**src/rtl/regfile_seq_if.sv**
```systemverilog
// Register-file sequencer bus: decode request, regfile read/write ports,
// operand hand-off to the ALU and completion/abort pulses.
// master = sequencer side, slave = environment (decode, regfile, ALU, din).
interface regfile_seq_if #(
    parameter int XLEN = 64
);
    logic            req_valid;
    logic            req_ready;
    logic [3:0]      req_rs1;
    logic [3:0]      req_rs2;
    logic [3:0]      req_rd;
    logic [1:0]      req_src;
    logic [1:0]      req_width;
    logic            req_we;
    logic [3:0]      rdasel;
    logic [3:0]      rdbsel;
    logic [XLEN-1:0] rdaout;
    logic [XLEN-1:0] rdbout;
    logic [3:0]      wrsel;
    logic            wr;
    logic [1:0]      width;
    logic            aluload;
    logic            immload;
    logic            retload;
    logic            setr;
    logic [XLEN-1:0] opa;
    logic [XLEN-1:0] opb;
    logic            op_valid;
    logic            alu_valid;
    logic            din_valid;
    logic            done;
    logic            err;

    modport master (
        input  req_valid, req_rs1, req_rs2, req_rd, req_src, req_width, req_we,
        input  rdaout, rdbout, alu_valid, din_valid,
        output req_ready, rdasel, rdbsel, wrsel, wr, width,
        output aluload, immload, retload, setr, opa, opb, op_valid, done, err
    );

    modport slave (
        output req_valid, req_rs1, req_rs2, req_rd, req_src, req_width, req_we,
        output rdaout, rdbout, alu_valid, din_valid,
        input  req_ready, rdasel, rdbsel, wrsel, wr, width,
        input  aluload, immload, retload, setr, opa, opb, op_valid, done, err
    );
endinterface

```
**src/rtl/regfile_seq.sv**
```systemverilog
// Register-file access sequencer: accepts one request, reads both operands,
// waits on the selected result source and issues one write-back pulse.
// Optional macro REGFILE_SEQ_R0_ZERO_EN: register 0 reads as zero and is
// never written (done still pulses).
module regfile_seq #(
    parameter int TIMEOUT = 16,   // EXEC wait limit, 2..255
    parameter int XLEN    = 64
) (
    input  logic           clk,
    input  logic           reset,   // async, active low
    regfile_seq_if.master  bus
);
    typedef enum logic [1:0] {S_IDLE, S_READ, S_EXEC, S_WB} state_t;

    localparam logic [1:0] SRC_ALU = 2'd0;
    localparam logic [1:0] SRC_IMM = 2'd1;
    localparam logic [1:0] SRC_RET = 2'd2;
    localparam logic [1:0] SRC_DIN = 2'd3;
    localparam logic [7:0] CNT_LAST = 8'(TIMEOUT - 1);

    typedef struct packed {
        logic [3:0] rs1;
        logic [3:0] rs2;
        logic [3:0] rd;
        logic [1:0] src;
        logic [1:0] width;
        logic       we;
    } req_t;

    state_t          state, nxt;
    req_t            rq;
    logic [7:0]      cnt;
    logic            rdy_q;
    logic            ready, accept, hit, wb_en, exec_src;
    logic            done_d, err_d, done_q, err_q;
    logic [3:0]      wrsel_q;
    logic [1:0]      width_q;
    logic [XLEN-1:0] opa_q, opb_q, opa_d, opb_d;

    // rdy_q keeps req_ready low until the first clock edge after reset release
    assign ready    = rdy_q && (state == S_IDLE);
    assign accept   = bus.req_valid && ready;
    assign hit      = (rq.src == SRC_DIN) ? bus.din_valid : bus.alu_valid;
    assign exec_src = (rq.src == SRC_ALU) || (rq.src == SRC_DIN);

`ifdef REGFILE_SEQ_R0_ZERO_EN
    assign opa_d = (rq.rs1 == 4'd0) ? '0 : bus.rdaout;
    assign opb_d = (rq.rs2 == 4'd0) ? '0 : bus.rdbout;
    assign wb_en = (state == S_WB) && (rq.rd != 4'd0);
`else
    assign opa_d = bus.rdaout;
    assign opb_d = bus.rdbout;
    assign wb_en = (state == S_WB);
`endif

    // state register
    always_ff @(posedge clk or negedge reset) begin
        if (!reset) state <= S_IDLE;
        else        state <= nxt;
    end

    // next state plus completion/abort pulse requests
    always_comb begin
        nxt    = state;
        done_d = 1'b0;
        err_d  = 1'b0;
        case (state)
            S_IDLE: if (accept) nxt = S_READ;
            S_READ: begin
                if (exec_src)   nxt = S_EXEC;
                else if (rq.we) nxt = S_WB;
                else begin
                    nxt    = S_IDLE;
                    done_d = 1'b1;
                end
            end
            S_EXEC: begin
                // a valid arriving on the last allowed cycle still counts
                if (hit) begin
                    if (rq.we) nxt = S_WB;
                    else begin
                        nxt    = S_IDLE;
                        done_d = 1'b1;
                    end
                end else if (cnt == CNT_LAST) begin
                    nxt   = S_IDLE;
                    err_d = 1'b1;
                end
            end
            S_WB: begin
                nxt    = S_IDLE;
                done_d = 1'b1;
            end
            default: nxt = S_IDLE;
        endcase
    end

    // request latch, ready gate, EXEC cycle counter and output pulses
    always_ff @(posedge clk or negedge reset) begin
        if (!reset) begin
            rq     <= '0;
            rdy_q  <= 1'b0;
            cnt    <= '0;
            done_q <= 1'b0;
            err_q  <= 1'b0;
        end else begin
            rdy_q  <= 1'b1;
            done_q <= done_d;
            err_q  <= err_d;
            cnt    <= (state == S_EXEC) ? cnt + 8'd1 : 8'd0;
            if (accept)
                rq <= '{rs1: bus.req_rs1, rs2: bus.req_rs2, rd: bus.req_rd,
                        src: bus.req_src, width: bus.req_width, we: bus.req_we};
        end
    end

    // operands captured at the end of READ, held until the next READ
    always_ff @(posedge clk or negedge reset) begin
        if (!reset) begin
            opa_q <= '0;
            opb_q <= '0;
        end else if (state == S_READ) begin
            opa_q <= opa_d;
            opb_q <= opb_d;
        end
    end

    // write select/width load on WB entry and hold afterwards
    always_ff @(posedge clk or negedge reset) begin
        if (!reset) begin
            wrsel_q <= '0;
            width_q <= '0;
        end else if (nxt == S_WB && state != S_WB) begin
            wrsel_q <= rq.rd;
            width_q <= rq.width;
        end
    end

    assign bus.req_ready = ready;
    assign bus.rdasel    = rq.rs1;
    assign bus.rdbsel    = rq.rs2;
    assign bus.opa       = opa_q;
    assign bus.opb       = opb_q;
    assign bus.op_valid  = (state == S_EXEC);
    assign bus.wr        = wb_en;
    assign bus.wrsel     = wrsel_q;
    assign bus.width     = width_q;
    assign bus.aluload   = wb_en && (rq.src == SRC_ALU);
    assign bus.immload   = wb_en && (rq.src == SRC_IMM);
    assign bus.retload   = wb_en && (rq.src == SRC_RET);
    assign bus.setr      = wb_en && (rq.src == SRC_DIN);
    assign bus.done      = done_q;
    assign bus.err       = err_q;
endmodule

```
**src/flat_wrapper.sv**
```systemverilog
// flat-port wrapper written by rule: the top's interface ports become plain ports
module regfile_seq_flat 
#(
    parameter int TIMEOUT = 16,                             
    parameter int XLEN    = 64
)
  (clk, reset, bus_req_valid, bus_req_rs1, bus_req_rs2, bus_req_rd, bus_req_src, bus_req_width, bus_req_we, bus_rdaout, bus_rdbout, bus_alu_valid, bus_din_valid, bus_req_ready, bus_rdasel, bus_rdbsel, bus_wrsel, bus_wr, bus_width, bus_aluload, bus_immload, bus_retload, bus_setr, bus_opa, bus_opb, bus_op_valid, bus_done, bus_err);
  regfile_seq_if #(.XLEN(XLEN)) bus_i ();
  input  logic clk;
  input  logic reset;
  input wire logic [$bits(bus_i.req_valid)-1:0] bus_req_valid;
  input wire logic [$bits(bus_i.req_rs1)-1:0] bus_req_rs1;
  input wire logic [$bits(bus_i.req_rs2)-1:0] bus_req_rs2;
  input wire logic [$bits(bus_i.req_rd)-1:0] bus_req_rd;
  input wire logic [$bits(bus_i.req_src)-1:0] bus_req_src;
  input wire logic [$bits(bus_i.req_width)-1:0] bus_req_width;
  input wire logic [$bits(bus_i.req_we)-1:0] bus_req_we;
  input wire logic [$bits(bus_i.rdaout)-1:0] bus_rdaout;
  input wire logic [$bits(bus_i.rdbout)-1:0] bus_rdbout;
  input wire logic [$bits(bus_i.alu_valid)-1:0] bus_alu_valid;
  input wire logic [$bits(bus_i.din_valid)-1:0] bus_din_valid;
  output wire logic [$bits(bus_i.req_ready)-1:0] bus_req_ready;
  output wire logic [$bits(bus_i.rdasel)-1:0] bus_rdasel;
  output wire logic [$bits(bus_i.rdbsel)-1:0] bus_rdbsel;
  output wire logic [$bits(bus_i.wrsel)-1:0] bus_wrsel;
  output wire logic [$bits(bus_i.wr)-1:0] bus_wr;
  output wire logic [$bits(bus_i.width)-1:0] bus_width;
  output wire logic [$bits(bus_i.aluload)-1:0] bus_aluload;
  output wire logic [$bits(bus_i.immload)-1:0] bus_immload;
  output wire logic [$bits(bus_i.retload)-1:0] bus_retload;
  output wire logic [$bits(bus_i.setr)-1:0] bus_setr;
  output wire logic [$bits(bus_i.opa)-1:0] bus_opa;
  output wire logic [$bits(bus_i.opb)-1:0] bus_opb;
  output wire logic [$bits(bus_i.op_valid)-1:0] bus_op_valid;
  output wire logic [$bits(bus_i.done)-1:0] bus_done;
  output wire logic [$bits(bus_i.err)-1:0] bus_err;
  assign bus_i.req_valid = bus_req_valid;
  assign bus_i.req_rs1 = bus_req_rs1;
  assign bus_i.req_rs2 = bus_req_rs2;
  assign bus_i.req_rd = bus_req_rd;
  assign bus_i.req_src = bus_req_src;
  assign bus_i.req_width = bus_req_width;
  assign bus_i.req_we = bus_req_we;
  assign bus_i.rdaout = bus_rdaout;
  assign bus_i.rdbout = bus_rdbout;
  assign bus_i.alu_valid = bus_alu_valid;
  assign bus_i.din_valid = bus_din_valid;
  assign bus_req_ready = bus_i.req_ready;
  assign bus_rdasel = bus_i.rdasel;
  assign bus_rdbsel = bus_i.rdbsel;
  assign bus_wrsel = bus_i.wrsel;
  assign bus_wr = bus_i.wr;
  assign bus_width = bus_i.width;
  assign bus_aluload = bus_i.aluload;
  assign bus_immload = bus_i.immload;
  assign bus_retload = bus_i.retload;
  assign bus_setr = bus_i.setr;
  assign bus_opa = bus_i.opa;
  assign bus_opb = bus_i.opb;
  assign bus_op_valid = bus_i.op_valid;
  assign bus_done = bus_i.done;
  assign bus_err = bus_i.err;
  regfile_seq #(.TIMEOUT(TIMEOUT), .XLEN(XLEN)) u_core (.clk(clk), .reset(reset), .bus(bus_i));
endmodule
```
**config.mk**
```make
export PLATFORM = sky130hd
export DESIGN_NAME = regfile_seq_flat
export DESIGN_NICKNAME = d
export VERILOG_FILES = /design/src/rtl/regfile_seq_if.sv /design/src/rtl/regfile_seq.sv /design/src/flat_wrapper.sv
export SDC_FILE = /design/constraint.sdc
export NUM_CORES = 1
export LEC_CHECK = 0
export CORE_AREA = 4 4 147 121
export CTS_CLUSTER_DIAMETER = 120
export DETAILED_ROUTE_END_ITERATION = 7
export DIE_AREA = 0 0 151 125
export HOLD_SLACK_MARGIN = 0.03
export PLACE_DENSITY = 0.77
export RECOVER_POWER = 50
export SYNTH_ARGS = -nofsm -noshare
export SYNTH_HDL_FRONTEND = slang
export SYNTH_SLANG_ARGS = --single-unit
```
**constraint.sdc**
```tcl
create_clock -name clk -period 2.3 [get_ports clk]
set_input_delay 0.345 -clock clk [delete_from_list [all_inputs] [get_ports clk]]
set_output_delay 0.345 -clock clk [all_outputs]
set_load 0.02 [all_outputs]
```
==> impl_metrics.env <==
export IMPL_clock_sinks=164
export IMPL_grt_pass1_wl_um=26090
export IMPL_finalWeightedCongestion=0.8090
export IMPL_max_slew_margin_pct=43.47
export IMPL_viasPerCell=4.679
export IMPL_min_period_ns=2.200
export IMPL_portBuffers=300
export IMPL_totalPowerFinal_mw=14.56
export IMPL_fillCellCount=1242
export IMPL_core_um2=16290
export IMPL_grt_pass1_vias=4834
export IMPL_cts_tree="built"
export IMPL_setup_viol_count_final=0
export IMPL_final_antenna_net_count=0
export IMPL_peakVddDrop_uv=706.8
export IMPL_die_height_um=125
export IMPL_ys_warnings_count=0
export IMPL_netlist_instances=401
export IMPL_nets=862
export IMPL_tns_ns=0
export IMPL_root_buffer="clkbuf_16"
export IMPL_synth_area_leaders="dfrtp_1, mux2_1, buf_4, mux2_2, mux2_4"
export IMPL_worstSetupPathType="flop to output port"
export IMPL_die_w_um=151
export IMPL_post_cts_buffers=0
export IMPL_final_period_utilization_pct=95.65
export IMPL_gr_total_overflow=0
export IMPL_cp_data_required_time_ns=1.96
export IMPL_grt_max_degree=63
export IMPL_cp_arrival_ns=1.85
export IMPL_p_leak_nw=4.289
export IMPL_seq_area_frac_synth_pct=64.23
export IMPL_rsz0062_at_grt="false"
export IMPL_worst_pin_slew_ns=0.8462
export IMPL_max_cap_violations=0
export IMPL_routed_via_count=4398
export IMPL_fin_util_pct=62.50
export IMPL_synth_top_area_share_pct=64.23
export IMPL_timing_fmax_mhz=454.6
export IMPL_hold_class="input port to asynchronous set/reset pin"
export IMPL_num_rows=42
export IMPL_syn_area_per_cell_um2=15.93
export IMPL_syn_cell_area_um2=6390
export IMPL_status="finished clean"
export IMPL_ios=301
export IMPL_syn_to_final_growth_pct=59.35
export IMPL_h_tree_depth=4
export IMPL_cp_end_kind="output port"
export IMPL_die_area_um2=18880
export IMPL_whs_ns=0.4592
export IMPL_path_max_fanout=3
export IMPL_synth_seq_cells=164
export IMPL_antennaDiodeCount=0
export IMPL_initial_core_util_pct=39.22
export IMPL_clk_path_buf_depth=2
export IMPL_drv_slew=0
export IMPL_cts_buffers_inserted=17
export IMPL_wire_per_inst_um=17.51
export IMPL_hold_viol_final=0
export IMPL_synth_top_area_cell="dfrtp_1"
export IMPL_start_kind="flop"
export IMPL_skew_ns=0.008575
export IMPL_synth_cell_types=32
export IMPL_final_common_cell="clkdlybuf4s50_1"
export IMPL_drt_iter0_drc=136
export IMPL_antenna_found_initial=0
export IMPL_totalWireLength_um=16460
export IMPL_clk_latency_ns=0.43
export IMPL_first_pass_iters=4
export IMPL_power_density_nw_per_um2=1430
export IMPL_drive_above_1_share_pct=7.917
export IMPL_hpwl_um=12800
export IMPL_syn_num_nets=556
export IMPL_clk_pin_slew_ns=0.06
export IMPL_grt_usage_pct=17.88
export IMPL_drc=0
export IMPL_final_cell_mix="clkdlybuf4s50_1, dfrtp_1, mux2_1, dlygate4sd3_1, clkbuf_16"
-- final timing paths --
check,from,to,slack [ns],depth (start not counted)
hold / removal,reset,u_core.bus.rdbsel[3],0.46,2
setup / recovery,u_core.rq[3],bus_retload,0.10,4
max in group asynchronous,reset,u_core.bus.opb[48],0.60,3
hold reg to reg,u_core.cnt[0],u_core.cnt[0],0.47,1
min in group clk,u_core.cnt[0],u_core.cnt[0],0.47,1
setup reg to reg,u_core.state[0],u_core.bus.opa[45],0.15,4
-- cell families after synthesis --
kind of cell | count (synthesis) | share of synthesized area [%]
xor gates and xnor gates | 3 | 0.4113
muxes | 149 | 26.65
adders and majority gates | 5 | 0.9790
other | 1 | 0.05869
buffers and inverters | 31 | 3.231
DFF | 164 | 64.23
and+or+nand+nor | 34 | 2.898
AOI/OAI and AO/OA | 14 | 1.547
-- through the flow --
stage,instances,setup slack (ns),area [um2]
final,940,0.1000,10180
after detailed placement,907,0.4029,9658
after floorplan,401,0.6651,6390
after global routing,940,0.007605,10180
after CTS,940,0.001596,10230
after global placement,907,0.4673,9658
-- Yosys cell counts, drive strengths merged --
cell and number:
nor3 1, nand4 1, mux2i 1, inv 4
xor2 2, xnor2 1, dfrtp 164, and4bb 1
or2 1, or4 1, nand3 2, conb 1
or3 3, nor2b 2, nand2b 2, and3 4
a21oi 3, nor3b 1, o21ai 8, o32ai 2
nand2 8, mux2 148, ha 5, o21bai 1
buf 27, and2 2, nor2 5
-- state kept, by name (all words and copies together), names as in the netlist, 2 cells and up --
name               count
u_core.bus.opa        64
u_core.bus.opb        64
u_core.rq              9
u_core.cnt             8
u_core.bus.rdasel      4
u_core.bus.rdbsel      4
u_core.bus.wrsel       4
u_core.bus.width       2
u_core.state           2
-- layer usage --
layer  share of wire [%]  GRT usage, %  up-vias
li1                    -             -     2012
met1                  38         20.18     2173
met2                  51         30.92      181
met3                 8.5         6.838       32
met4                 2.3         6.077        0
met5                   0             0        -
-- power by group --
| group | internal [mW] | switching [mW] |
|---|---|---|
| clock network | 1.53 | 1.17 |
| registers | 4.29 | 0.701 |
| logic | 3.54 | 3.33 |
-- critical path, cell delays in order (launching register included) --
cell and delay (ns):
dfrtp_1 0.41, inv_1 0.11, ha_1 0.16, and3_1 0.16, clkdlybuf4s50_1 0.61
-- area by class of cell --
cell class / instances / area, um2 / share of cell area [%]
well taps: 220 / 275.3 / 2.703
flip-flops and latches: 164 / 4105 / 40.32
clock inverters: 13 / 122.6 / 1.204
repair buffers: 314 / 3146 / 30.89
multi-input cells: 206 / 2076 / 20.39
inverters: 4 / 15.01 / 0.1475
clock buffers: 19 / 442.9 / 4.350
-- timing repair --
action / 4_1_cts / 5_1_grt
endpoints found under the hold margin: 58 / 0
gates resized for setup: 1 / 2
pin swaps: 0 / 0
endpoints found under the setup margin: 1 / 2
hold buffers: 1 / 0
Note: power is estimated with default switching activity, not from simulation.
